==> src/rtl/mult_seq_32.sv <==
// mult_seq_32: iterative 32x32 -> 64 shift-add multiplier (MIPS mult/multu).
// One product bit per cycle over 32 RUN cycles, start/busy/done handshake.
// Optional feature macro: MULT_SIGNED_EN. When defined, 'sign' selects signed
// operation through operand magnitudes and a final 64-bit negation. When
// undefined, every operation is unsigned and 'sign' is ignored.
module mult_seq_32 (
  input  logic        clk,
  input  logic        rst,
  input  logic        start,
  input  logic        sign,
  input  logic [31:0] A,
  input  logic [31:0] B,
  output logic        busy,
  output logic        done,
  output logic [31:0] hi,
  output logic [31:0] lo
);

  typedef enum logic [1:0] {
    S_IDLE,
    S_RUN,
    S_DONE
  } state_t;

  state_t      r_state;
  state_t      w_state_nxt;

  logic [63:0] r_acc;
  logic [31:0] r_mcand;
  logic [31:0] r_mplier;
  logic [4:0]  r_count;
  logic [31:0] r_hi;
  logic [31:0] r_lo;

  logic        w_accept;
  logic        w_last;
  logic [31:0] w_a_op;
  logic [31:0] w_b_op;
  logic [32:0] w_sum;
  logic [63:0] w_acc_nxt;
  logic [63:0] w_result;
  logic        w_unused_acc0;

  // Start is only honoured when not iterating; RUN ignores it entirely.
  assign w_accept = start && ((r_state == S_IDLE) || (r_state == S_DONE));
  assign w_last   = (r_state == S_RUN) && (r_count == 5'd31);

`ifdef MULT_SIGNED_EN
  logic r_neg;
  logic w_neg_in;

  // Magnitudes in signed mode; 0x80000000 maps to itself and is used unsigned.
  always_comb begin
    w_a_op   = (sign && A[31]) ? (~A + 32'd1) : A;
    w_b_op   = (sign && B[31]) ? (~B + 32'd1) : B;
    w_neg_in = sign && (A[31] ^ B[31]);
  end

  // Sign flag captured with the operands for the final correction.
  always_ff @(posedge clk) begin
    if (rst) begin
      r_neg <= 1'b0;
    end else if (w_accept) begin
      r_neg <= w_neg_in;
    end
  end

  // Two's complement of the 64-bit magnitude when the product is negative.
  always_comb begin
    w_result = r_neg ? (~w_acc_nxt + 64'd1) : w_acc_nxt;
  end
`else
  logic w_unused_sign;
  assign w_unused_sign = sign;

  // Unsigned-only build: operands pass straight through.
  always_comb begin
    w_a_op   = A;
    w_b_op   = B;
    w_result = w_acc_nxt;
  end
`endif

  // One shift-add step: conditional add into the upper 33 bits, then shift right.
  always_comb begin
    w_sum     = {1'b0, r_acc[63:32]} + (r_mplier[0] ? {1'b0, r_mcand} : 33'd0);
    w_acc_nxt = {w_sum, r_acc[31:1]};
  end

  // Bit 0 of the accumulator is shifted out each step and never consumed.
  assign w_unused_acc0 = r_acc[0];

  // State register.
  always_ff @(posedge clk) begin
    if (rst) begin
      r_state <= S_IDLE;
    end else begin
      r_state <= w_state_nxt;
    end
  end

  // Next-state logic.
  always_comb begin
    w_state_nxt = r_state;
    unique case (r_state)
      S_IDLE:  if (start) w_state_nxt = S_RUN;
      S_RUN:   if (r_count == 5'd31) w_state_nxt = S_DONE;
      S_DONE:  w_state_nxt = start ? S_RUN : S_IDLE;
      default: w_state_nxt = S_IDLE;
    endcase
  end

  // Handshake outputs decoded from the registered state only.
  always_comb begin
    busy = (r_state == S_RUN);
    done = (r_state == S_DONE);
  end

  // Iteration datapath: load on accept, step during RUN.
  always_ff @(posedge clk) begin
    if (rst) begin
      r_acc    <= '0;
      r_mcand  <= '0;
      r_mplier <= '0;
      r_count  <= '0;
    end else if (w_accept) begin
      r_acc    <= '0;
      r_mcand  <= w_a_op;
      r_mplier <= w_b_op;
      r_count  <= '0;
    end else if (r_state == S_RUN) begin
      r_acc    <= w_acc_nxt;
      r_mplier <= {1'b0, r_mplier[31:1]};
      r_count  <= r_count + 5'd1;
    end
  end

  // Result registers change only on the final RUN edge, so the downstream
  // zero detector sees a stable lo at every other time.
  always_ff @(posedge clk) begin
    if (rst) begin
      r_hi <= '0;
      r_lo <= '0;
    end else if (w_last) begin
      r_hi <= w_result[63:32];
      r_lo <= w_result[31:0];
    end
  end

  assign hi = r_hi;
  assign lo = r_lo;

endmodule

==> config.mk <==
export PLATFORM = sky130hd
export DESIGN_NAME = mult_seq_32
export DESIGN_NICKNAME = d
export VERILOG_FILES = /design/src/rtl/mult_seq_32.sv
export SDC_FILE = /design/constraint.sdc
export NUM_CORES = 1
export LEC_CHECK = 0
export CAP_MARGIN = 20
export CORE_MARGIN = 4
export CORE_UTILIZATION = 30
export CTS_CLUSTER_SIZE = 12
export DETAILED_ROUTE_END_ITERATION = 8
export PLACE_DENSITY = 0.49
export SETUP_SLACK_MARGIN = 0.3
export SYNTH_ARGS = -nofsm -noshare
export SYNTH_HDL_FRONTEND = slang
export SYNTH_SLANG_ARGS = --single-unit
==> constraint.sdc <==
create_clock -name clk -period 3.3 [get_ports clk]
set_clock_uncertainty 0.2 [all_clocks]
set_input_delay 0.66 -clock clk [delete_from_list [all_inputs] [get_ports clk]]
set_output_delay 0.66 -clock clk [all_outputs]
set_load 0.05 [all_outputs]
==> reports/metrics.csv, run 1 <==
stage,metric,value,unit
power_and_ir_drop,Leak,4.20,nW
timing,crit path time final,3.06,ns
outcome,status,completed,
setup_path,worst r2r src,r_mplier[0],
setup_path,Critical Path Source Type,register,
synthesis,Post-Synthesis Cell Area,0.00875,sq mm
grt,GR Overflow Total,0,
grt,first-pass GRT wire length,39.9,mm
hold_path,hold path depth,2,
routing,Via density,4.78,
clock_tree,CTS Buf Count,17,
timing,worst setup margin,0.245,ns
final_layout,share of cells above drive strength 1,0.111,
flow_run,max-cap viol count,0,
timing,Fin. Hold Viols,0,
synthesis,ranking of synthesized cells by area,"dfxtp_1 (45%), nand2_1 (14%), a21oi_1 (11%), ha_1 (4.9%), nor2_1 (2.7%)",
floorplanning,Initial Utilization,0.305,
final_layout,final cell utilization of the core,0.403,
routing,routed len/inst,15.1,um
clock_tree,H-tree depth,4,
synthesis,synthesized area per cell,7.79,sq um
clock_tree,CTS tree,yes,
synthesis,cell taking the most area after synthesis,dfxtp_1,
setup_path,Worst Path Arrival,3.22,ns
timing,TNS Setup,0,ns
routing,first-pass iteration count of the detailed router,4,
floorplanning,die height,179,um
routing,total number of vias,7798,
timing,Worst Tran Pin Value,0.892,ns
hold_path,Hold Crit Class,register to register,
synthesis,Syn Inst Count,1123,
clock_tree,Max clock buf depth,2,
clock_tree,clock root cell,clkbuf_16,
timing,Max Freq,0.327,GHz
setup_path,type of the worst setup path,register to register,
final_layout,fin area,0.0116,sq mm
floorplanning,Core ar.,0.0287,sq mm
floorplanning,row count,62,
clock_tree,Post-CTS Hold Buffers,0,
power_and_ir_drop,Worst VDD drop,0.317,mV
synthesis,#FFs+latches synth,198,
setup_path,endpoint class of the critical path,register,
timing,RSZ-0062 raised after global routing,true,
clock_tree,later-pin clock latency in the skew report,0.44,ns
setup_path,CP Launch Point,r_mplier[0],
placement,area of placed instances,0.0104,sq mm
grt,largest net degree at the start of global routing,80,
setup_path,r2r setup slk,0.24,ns
synthesis,async set or reset register ratio after synthesis,0,
synthesis,Ys Warns,0,
timing,Worst Hold Slack,0.250,ns
power_and_ir_drop,Power Density,448,mW/mm^2
routing,Routed Antenna Nets,0,
placement,RePlAce Congestion,0.834,
setup_path,R2R depth,13,
timing,setup violators final,0,
timing,"Slew Viols, Final",0,
synthesis,top-area cell type share of the netlist area,0.453,
final_layout,Post-Layout Cell Count,1630,
placement,DP Worst Slack,0.0598,ns
synthesis,Post-synth EDFFs,0,
synthesis,Synth top cells by count,"nand2_1 (317), dfxtp_1 (198), a21oi_1 (184)",
hold_path,HP Start,r_mcand[23],
grt,initial antenna violation count,0,
timing,crit share post-route,0.926,
power_and_ir_drop,Final Power,5.18,mW
placement,placed cells,1585,
final_layout,ant diodes,0,
floorplanning,Die X,179,um
routing,Iter 0 DRT Violations,430,
grt,number of global-route vias before repair,7830,
synthesis,top-count cell post-synth,nand2_1,
timing,relative slew slack,0.405,
setup_path,Max Fanout on Critical Path,7,
floorplanning,Die ar.,0.0319,sq mm
setup_path,Reg-to-Reg End,r_acc[61],
synthesis,"Seq/Total Area, Yosys",0.453,
clock_tree,"CTS clk-pin slew, worst paths",0.08,ns
routing,final wirelength,24.6,mm
synthesis,Post-Syn Nets,1226,
setup_path,Required @ worst endpoint,3.46,ns
grt,GRT Resource Usage Total,0.154,
synthesis,count of cell types in the netlist,51,
routing,DRC,0,
final_layout,area delta synth->final,32.2,%
final_layout,number of nets in the layout,1336,
placement,port bufs,132,
setup_path,Critical Path End,r_acc[61],
clock_tree,clk sink count,198,
placement,hpwl dp,16.0,mm
floorplanning,# IOs,134,
synthesis,ys flop type,dfxtp_1,
## how the worst min path moves through the flow
stage / endpoint
final: r_mcand[23]
after CTS: r_mcand[23]
after detailed placement: r_mcand[23]
after global placement: lo[0]
after global routing: r_mcand[23]
after floorplan: r_mcand[0]
## cell usage in the layout, fill, tap and decap left out, types with 3 or more instances in the layout
cell	n
o21ai_2	4
nor3_1	34
clkdlybuf4s50_1	130
a21oi_4	3
nand2_1	314
nand4_1	9
buf_4	36
a21oi_2	12
inv_12	4
xnor2_2	3
nand2_2	3
mux2i_1	3
o21bai_1	3
a211oi_2	3
clkinv_8	5
ha_4	9
o21ai_1	4
inv_1	10
nand3_1	9
o22ai_1	32
o21a_1	4
xor2_2	5
dfxtp_1	197
xor2_1	14
inv_8	3
nor2b_1	3
and3_1	3
a21o_1	4
buf_12	3
clkbuf_16	17
and2_1	31
nor2_1	63
xnor2_1	9
a211oi_1	5
ha_1	25
o21ai_0	13
a21oi_1	169
## report_power, final
group	switching (mW)	internal [mW]
clock	1.14	1.06
combinational	0.284	0.195
sequential	0.0396	2.46
## what timing repair did
action | 4_1_cts | 5_1_grt
endpoints found under the setup margin | 35 | 38
pin swaps | 20 | 21
resized for setup | 22 | 46
buffers inserted | 7 | 6
## critical path, cell delays in order, from the launching register on
cell      delay [ns]
dfxtp_2         0.34
buf_6           0.13
and2_4          0.14
ha_4            0.15
fa_2            0.33
a21o_1          0.20
a221o_2         0.39
a21oi_2         0.16
o211a_1         0.22
o31a_4          0.22
o311ai_4        0.11
xor2_1          0.19
nand2_1         0.07
a21oi_1         0.14
## per-layer routing
metal  wire length (um)  share of wire  track usage  up-vias
li1                   -              -            -     4021
met5                  0              0            0        -
met2              11800           0.48        0.262      108
met4                281          0.011       0.0374        0
met1              11600           0.47        0.201     3650
met3                825          0.034       0.0304       19
## final cells by class
class                      count  area, sq um
fill                        2989        17100
multi-input combinational    834         4790
sequential                   198         3970
timing repair buffer         171         1650
tap                          384          480
clock buffer                  17          425
clock inverter                15          206
inverter                      11         41.3
## logic make-up (layout without fill, tap and decap cells)
family,after synthesis,after routing,share of synthesized area
compound gates,281,281,0.183
xor+xnor,31,31,0.0310
fa+ha+maj,35,35,0.0509
buf+inv,91,214,0.0465
flops,198,198,0.453
mux,3,3,0.00343
simple gates,484,484,0.231
## state kept, by name (all words and copies together) (netlist names)
register  count
hi           32
lo           32
r_acc        63
r_count       5
r_mcand      32
r_mplier     32
r_state       2
Note: power is estimated with default switching activity, not from simulation.
==> run 2: changes to the inputs <==
--- a/config.mk
+++ b/config.mk
@@ -7,2 +7,3 @@
 export LEC_CHECK = 0
+export ABC_AREA = 1
 export CAP_MARGIN = 20
==> constraint.sdc (replaced) <==
create_clock -name clk -period 2.53 [get_ports clk]
set_clock_uncertainty 0.2 [all_clocks]
set_input_delay 0.506 -clock clk [delete_from_list [all_inputs] [get_ports clk]]
set_output_delay 0.506 -clock clk [all_outputs]
set_load 0.1 [all_outputs]
==> run 2 against run 1 <==
Compared with the run above:
- sequential power rose by 34%
- register-to-register slack worse by 0.099 ns
- sequential share of layout area down 5.6 points
- via count rose by 19%
- non-clock buffer count rose by 13
- power rose by 38%
- count of clock-buffer cells in the layout stayed put
- global-route usage rose by 0.85 points
- die area grew 13%
- first-iteration DRC count decreased by 10%
- maximum frequency grew 28%
- critical path type unchanged
- critical endpoint is now r_acc[63]
- highest routed layer unchanged
==> reports/metrics.csv, run 2 <==
stage,metric,value,unit
final_layout,most frequent cells in the layout,"nand2_1 (263), inv_1 (225), dfxtp_1 (197)",
final_layout,number of nets in the layout,1713,
final_layout,Seq. cell area,0.00397,sq mm
grt,number of global-route vias before repair,9090,
synthesis,#FFs+latches synth,198,
synthesis,top-count cell post-synth,nand2_1,
grt,GRT Resource Usage Total,0.162,
synthesis,Syn Inst Count,1475,
setup_path,type of the worst setup path,register to register,
flow_run,max-cap viol count,0,
setup_path,max incr delay on CP,0.43,ns
setup_path,Critical Path Source Type,register,
floorplanning,Die X,190,um
final_layout,multi-input logic area,0.00600,sq mm
timing,RSZ-0062 raised after global routing,true,
routing,Routed Antenna Nets,0,
placement,port bufs,132,
timing,setup violators final,0,
hold_path,Hold Crit Class,register to register,
synthesis,Post-synth EDFFs,0,
floorplanning,# IOs,134,
synthesis,Ys Warns,0,
placement,placed cells,2012,
routing,Iter 0 DRT Violations,385,
timing,Worst Hold Slack,0.266,ns
clock_tree,CTS tree,yes,
synthesis,count of cell types in the netlist,37,
routing,first-pass iteration count of the detailed router,4,
floorplanning,row count,66,
placement,hpwl dp,21.0,mm
final_layout,Post-Layout Cell Count,2065,
power_and_ir_drop,Worst VDD drop,0.463,mV
synthesis,Post-Syn Nets,1578,
setup_path,Worst Path Arrival,2.54,ns
grt,GR Overflow Total,0,
synthesis,Synth top cells by count,"nand2_1 (343), inv_1 (255), dfxtp_1 (198)",
floorplanning,Die ar.,0.0361,sq mm
floorplanning,die height,190,um
final_layout,"most common cell after layout, fill and taps aside",nand2_1,
clock_tree,"CTS clk-pin slew, worst paths",0.08,ns
synthesis,async set or reset register ratio after synthesis,0,
clock_tree,H-tree depth,4,
final_layout,filler instances,3379,
final_layout,area delta synth->final,39.2,%
floorplanning,Core ar.,0.0326,sq mm
setup_path,slowest library cell on the worst path,dfxtp_4,
clock_tree,clk sink count,198,
final_layout,share of cells above drive strength 1,0.252,
setup_path,Required @ worst endpoint,2.69,ns
timing,Worst Tran Pin Value,0.682,ns
setup_path,worst path cell trace,buf_12 > clkbuf_16 > nand2_1 > inv_1 > ha_4 > nand2_1 > nor2_1 > nor2_1 > nor2_1 > a211oi_2 > buf_4 > nand3_2 > nand2_1 > inv_1,
synthesis,top-area cell type share of the netlist area,0.399,
setup_path,Max Fanout on Critical Path,7,
placement,RePlAce Congestion,0.874,
final_layout,Biggest register,r_acc,
power_and_ir_drop,Leak,6.62,nW
synthesis,ranking of synthesized cells by area,"dfxtp_1 (40%), nand2_1 (13%), inv_1 (9.6%), o21ai_0 (6.8%), nor2_1 (6.3%)",
synthesis,cell taking the most area after synthesis,dfxtp_1,
timing,crit path time final,2.38,ns
routing,routed len/inst,14.4,um
grt,initial antenna violation count,0,
floorplanning,Initial Utilization,0.304,
synthesis,synthesized area per cell,6.73,sq um
synthesis,Post-Synthesis Cell Area,0.00992,sq mm
final_layout,max reg flops,63,
timing,relative slew slack,0.546,
grt,first-pass GRT wire length,47.3,mm
timing,Max Freq,0.419,GHz
clock_tree,later-pin clock latency in the skew report,0.46,ns
clock_tree,Max clock buf depth,2,
synthesis,"Seq/Total Area, Yosys",0.399,
timing,"Slew Viols, Final",0,
timing,Fin. Hold Viols,0,
power_and_ir_drop,Final Power,7.15,mW
final_layout,ant diodes,0,
clock_tree,clock root cell,clkbuf_16,
routing,total number of vias,9316,
clock_tree,CTS Buf Count,17,
power_and_ir_drop,Power Density,518,mW/mm^2
timing,crit share post-route,0.942,
routing,Via density,4.51,
setup_path,endpoint class of the critical path,register,
grt,largest net degree at the start of global routing,69,
timing,TNS Setup,0,ns
routing,DRC,0,
routing,final wirelength,29.7,mm
synthesis,ys flop type,dfxtp_1,
clock_tree,Post-CTS Hold Buffers,0,
outcome,status,completed,
==> run 2: changes by cell type in the layout (fill, tap and decap cells not counted), moves of 29 or more <==
cell             delta
a21oi_1           -109
nand3_1            +42
o21ai_0           +111
inv_1             +215
and2_1             -29
nand2_2            +63
nor2_1             +80
o22ai_1            -32
clkdlybuf4s50_1    -64
nand2_1            -51
nor3_1             -32
inv_2              +35
buf_4              +68
==> run 2: worst paths after layout <==
path	startpoint	end	slack [ns]	cells past startpoint
worst max-delay path	r_mplier[0]	r_acc[63]	0.15	14
worst min-delay path	r_acc[30]	r_acc[29]	0.27	2
worst max register to register	r_mplier[0]	r_acc[63]	0.15	14
worst min register to register	r_acc[30]	r_acc[29]	0.27	2
==> run 2: area by class of cell <==
type | instances | area share
clock buffers | 17 | 0.0308
clock inverters | 15 | 0.0130
inverters | 262 | 0.0714
multi-input cells | 947 | 0.434
flip-flops and latches | 198 | 0.287
well taps | 442 | 0.0400
repair buffers | 184 | 0.123
==> run 2: what timing repair did <==
item	CTS	global route
setup endpoints to repair	51	72
setup buffers	8	10
gates resized for setup	132	178
pin swaps	21	51
cloned	1	2
==> run 2: metal layers <==
metal | wire [um] | vias up | global-route usage
li1 | - | 4894 | -
met1 | 14300 | 4253 | 0.217
met2 | 13800 | 142 | 0.268
met3 | 1300 | 27 | 0.0328
met4 | 293 | 0 | 0.0431
met5 | 0 | - | 0
==> run 2: report_power, final <==
part | switching, mW | internal, mW
Sequential | 0.0837 | 3.27
Clock | 1.42 | 1.34
Combinational | 0.588 | 0.451
==> run 2: worst max-delay path, delay by kind of cell (launching register included) <==
family / cells / cell delay [ns]
flip-flops: 1 / 0.43
AO/OA/AOI/OAI: 1 / 0.20
buffers and inverters: 5 / 0.57
AND/OR/NAND/NOR: 7 / 0.64
adder cells (fa/ha/maj): 1 / 0.23
==> run 2: metrics by stage <==
step                      setup WS [ns]  instance area, sq um   util
final                             0.146                 13800  0.423
after CTS                         0.165                 13000  0.400
after floorplan                   0.284                  9960      -
after global placement           0.0298                 11700  0.357
after global routing             0.0201                 13800  0.423
after detailed placement         0.0479                 11700  0.357
==> run 2: cells by family (layout without fill, tap and decap cells) <==
| kind of cell | after synthesis | in the layout | share of synthesized area |
|---|---|---|---|
| xor+xnor | 13 | 13 | 0.0115 |
| compound gates | 271 | 271 | 0.156 |
| fa+ha+maj | 35 | 35 | 0.0449 |
| flops | 198 | 198 | 0.399 |
| simple gates | 628 | 628 | 0.259 |
| buf+inv | 330 | 478 | 0.129 |
==> run 3: changes to the inputs <==
Settings changed: DONT_BUFFER_PORTS set to 1, PLACE_DENSITY 0.49 to unset.
==> run 3 against run 2 <==
Compared with the run above:
- critical path depth grew 1
- non-clock buffer count decreased by 77
- power fell by 0.26%
- maximum frequency is 3.8% lower
- die area unchanged
- worst setup slack got worse by 0.095 ns
- register-to-register slack got worse by 0.09 ns
- combinational power decreased by 9%
- wire length shrank 0.19%
- flip-flop and latch count unchanged
- via count decreased by 0.77%
- sequential power hardly changed
- highest routed layer unchanged
==> reports/metrics.csv, run 3 (same netlist as run 2, synthesis figures left out) <==
stage,metric,value,unit
grt,largest net degree at the start of global routing,65,
routing,top sig layer,met4,
setup_path,Critical Path Source Type,register,
timing,"Slew Viols, Final",0,
setup_path,worst r2r src,r_mplier[0],
routing,first-pass iteration count of the detailed router,5,
timing,crit path time final,2.48,ns
floorplanning,Die X,190,um
grt,first-pass GRT wire length,44.1,mm
timing,Worst Tran Pin Value,1.08,ns
final_layout,area delta synth->final,33.8,%
hold_path,Hold Crit Class,input pin to register,
routing,metal2 WL,14.0,mm
floorplanning,row count,66,
placement,RePlAce Congestion,0.887,
setup_path,type of the worst setup path,register to register,
routing,M1 WL,13.8,mm
hold_path,HP Start,A[4],
final_layout,"most common cell after layout, fill and taps aside",nand2_1,
setup_path,slowest library cell on the worst path,dfxtp_4,
power_and_ir_drop,Worst VDD drop,0.495,mV
flow_run,max-cap viol count,0,
routing,DRC,0,
setup_path,Reg-to-Reg End,hi[31],
final_layout,filler instances,3280,
timing,Max Freq,0.403,GHz
final_layout,max reg flops,63,
setup_path,worst path cell trace,buf_12 > buf_12 > nand2_1 > inv_2 > ha_4 > nand2_1 > nand2_1 > inv_1 > nor2_1 > nor2_1 > nor2_1 > a211oi_1 > nand3_2 > nand2_1 > inv_1,
floorplanning,Core ar.,0.0326,sq mm
clock_tree,CTS Buf Count,17,
hold_path,worst hold endpoint,r_mcand[4],
timing,crit share post-route,0.980,
placement,port bufs,0,
floorplanning,Initial Utilization,0.304,
routing,routed len/inst,14.9,um
floorplanning,die height,190,um
grt,GR Overflow Total,0,
grt,initial antenna violation count,0,
routing,met3 routed wirelength,1.38,mm
setup_path,endpoint class of the critical path,register,
routing,Via density,4.65,
setup_path,R2R depth,15,
timing,relative slew slack,0.282,
timing,Fin. Hold Viols,0,
setup_path,Worst Path Arrival,2.62,ns
floorplanning,# IOs,134,
placement,hpwl dp,19.6,mm
placement,placed cells,1935,
setup_path,max incr delay on CP,0.44,ns
floorplanning,Die ar.,0.0361,sq mm
final_layout,Post-Layout Cell Count,1989,
routing,Iter 0 DRT Violations,509,
clock_tree,clk sink count,198,
setup_path,r2r setup slk,0.05,ns
grt,number of global-route vias before repair,8364,
routing,final wirelength,29.6,mm
power_and_ir_drop,Power Density,537,mW/mm^2
final_layout,multi-input logic area,0.00613,sq mm
final_layout,share of cells above drive strength 1,0.290,
final_layout,number of nets in the layout,1636,
clock_tree,CTS tree,yes,
clock_tree,H-tree depth,4,
outcome,status,completed,
grt,GRT Resource Usage Total,0.151,
final_layout,most frequent cells in the layout,"nand2_1 (232), inv_1 (203), dfxtp_1 (197)",
clock_tree,clock root cell,clkbuf_16,
power_and_ir_drop,Leak,6.41,nW
timing,setup violators final,0,
setup_path,Required @ worst endpoint,2.67,ns
clock_tree,"CTS clk-pin slew, worst paths",0.09,ns
routing,Routed Antenna Nets,0,
clock_tree,Max clock buf depth,2,
setup_path,Max Fanout on Critical Path,7,
timing,RSZ-0062 raised after global routing,true,
final_layout,Seq. cell area,0.00397,sq mm
clock_tree,later-pin clock latency in the skew report,0.44,ns
hold_path,hold path depth,2,
final_layout,final cell utilization of the core,0.407,
setup_path,most frequent CP cell,nand2_1,
routing,total number of vias,9244,
final_layout,Biggest register,r_acc,
## run 3: routing by layer
layer | vias to the layer above | global-route usage
met5 | - | 0
met4 | 0 | 0.0331
met3 | 28 | 0.0332
met2 | 193 | 0.247
met1 | 4297 | 0.205
li1 | 4726 | -
## run 3: what timing repair did
action,in CTS,in global routing
setup buffers,2,13
pin swaps,7,58
resized for setup,86,300
hold buffers,1,0
setup endpoints to repair,51,89
hold endpoints to repair,24,0
gates cloned,0,5
## run 3: how the worst max path moves through the flow
stage | endpoint | slack, ns | startpoint
floorplan | r_acc[47] | 0.28 | r_mplier[0]
detailed placement | hi[25] | 0.08 | r_mplier[0]
finish | hi[31] | 0.05 | r_mplier[0]
global placement | r_acc[59] | 0.07 | r_mplier[0]
global route | hi[31] | -0.03 | r_mplier[0]
CTS | hi[21] | 0.16 | r_mplier[0]
## run 3: report_power, final
| group | total [mW] | leakage (nW) | switching [mW] | internal, mW |
|---|---|---|---|---|
| logic | 0.947 | 4.50 | 0.587 | 0.360 |
| registers | 3.36 | 1.62 | 0.0880 | 3.27 |
| clock network | 2.83 | 0.293 | 1.40 | 1.43 |
| total | 7.13 | 6.41 | 2.08 | 5.06 |
## run 3: final cells by class
| type | count | area share |
|---|---|---|
| inverters | 262 | 0.0765 |
| well taps | 442 | 0.0417 |
| diodes | 1 | 0.000189 |
| multi-input cells | 947 | 0.462 |
| repair buffers | 107 | 0.0748 |
| clock inverters | 14 | 0.0134 |
| flip-flops and latches | 198 | 0.299 |
| clock buffers | 18 | 0.0323 |
## run 3: per-stage QoR
stage | setup WS (ns) | total power, mW | hold slack (ns) | setup TNS [ns] | instance area, sq um
floorplan | 0.284 | 3.95 | 0.236 | 0 | 9960
global placement | 0.0652 | 4.10 | 0.245 | 0 | 10900
detailed placement | 0.0755 | 4.12 | 0.250 | 0 | 10900
CTS | 0.164 | 7.03 | 0.00358 | 0 | 12000
global route | -0.0286 | 7.47 | 0.0153 | -0.0470 | 13300
finish | 0.0507 | 7.13 | 0.0245 | 0 | 13300
## run 3: worst max-delay path, delay by kind of cell, from the launching register on
kind,cells,cell delay (ns)
fa+ha+maj,1,0.21
compound gates,1,0.36
flops,1,0.44
simple gates,8,0.69
buf+inv,5,0.48
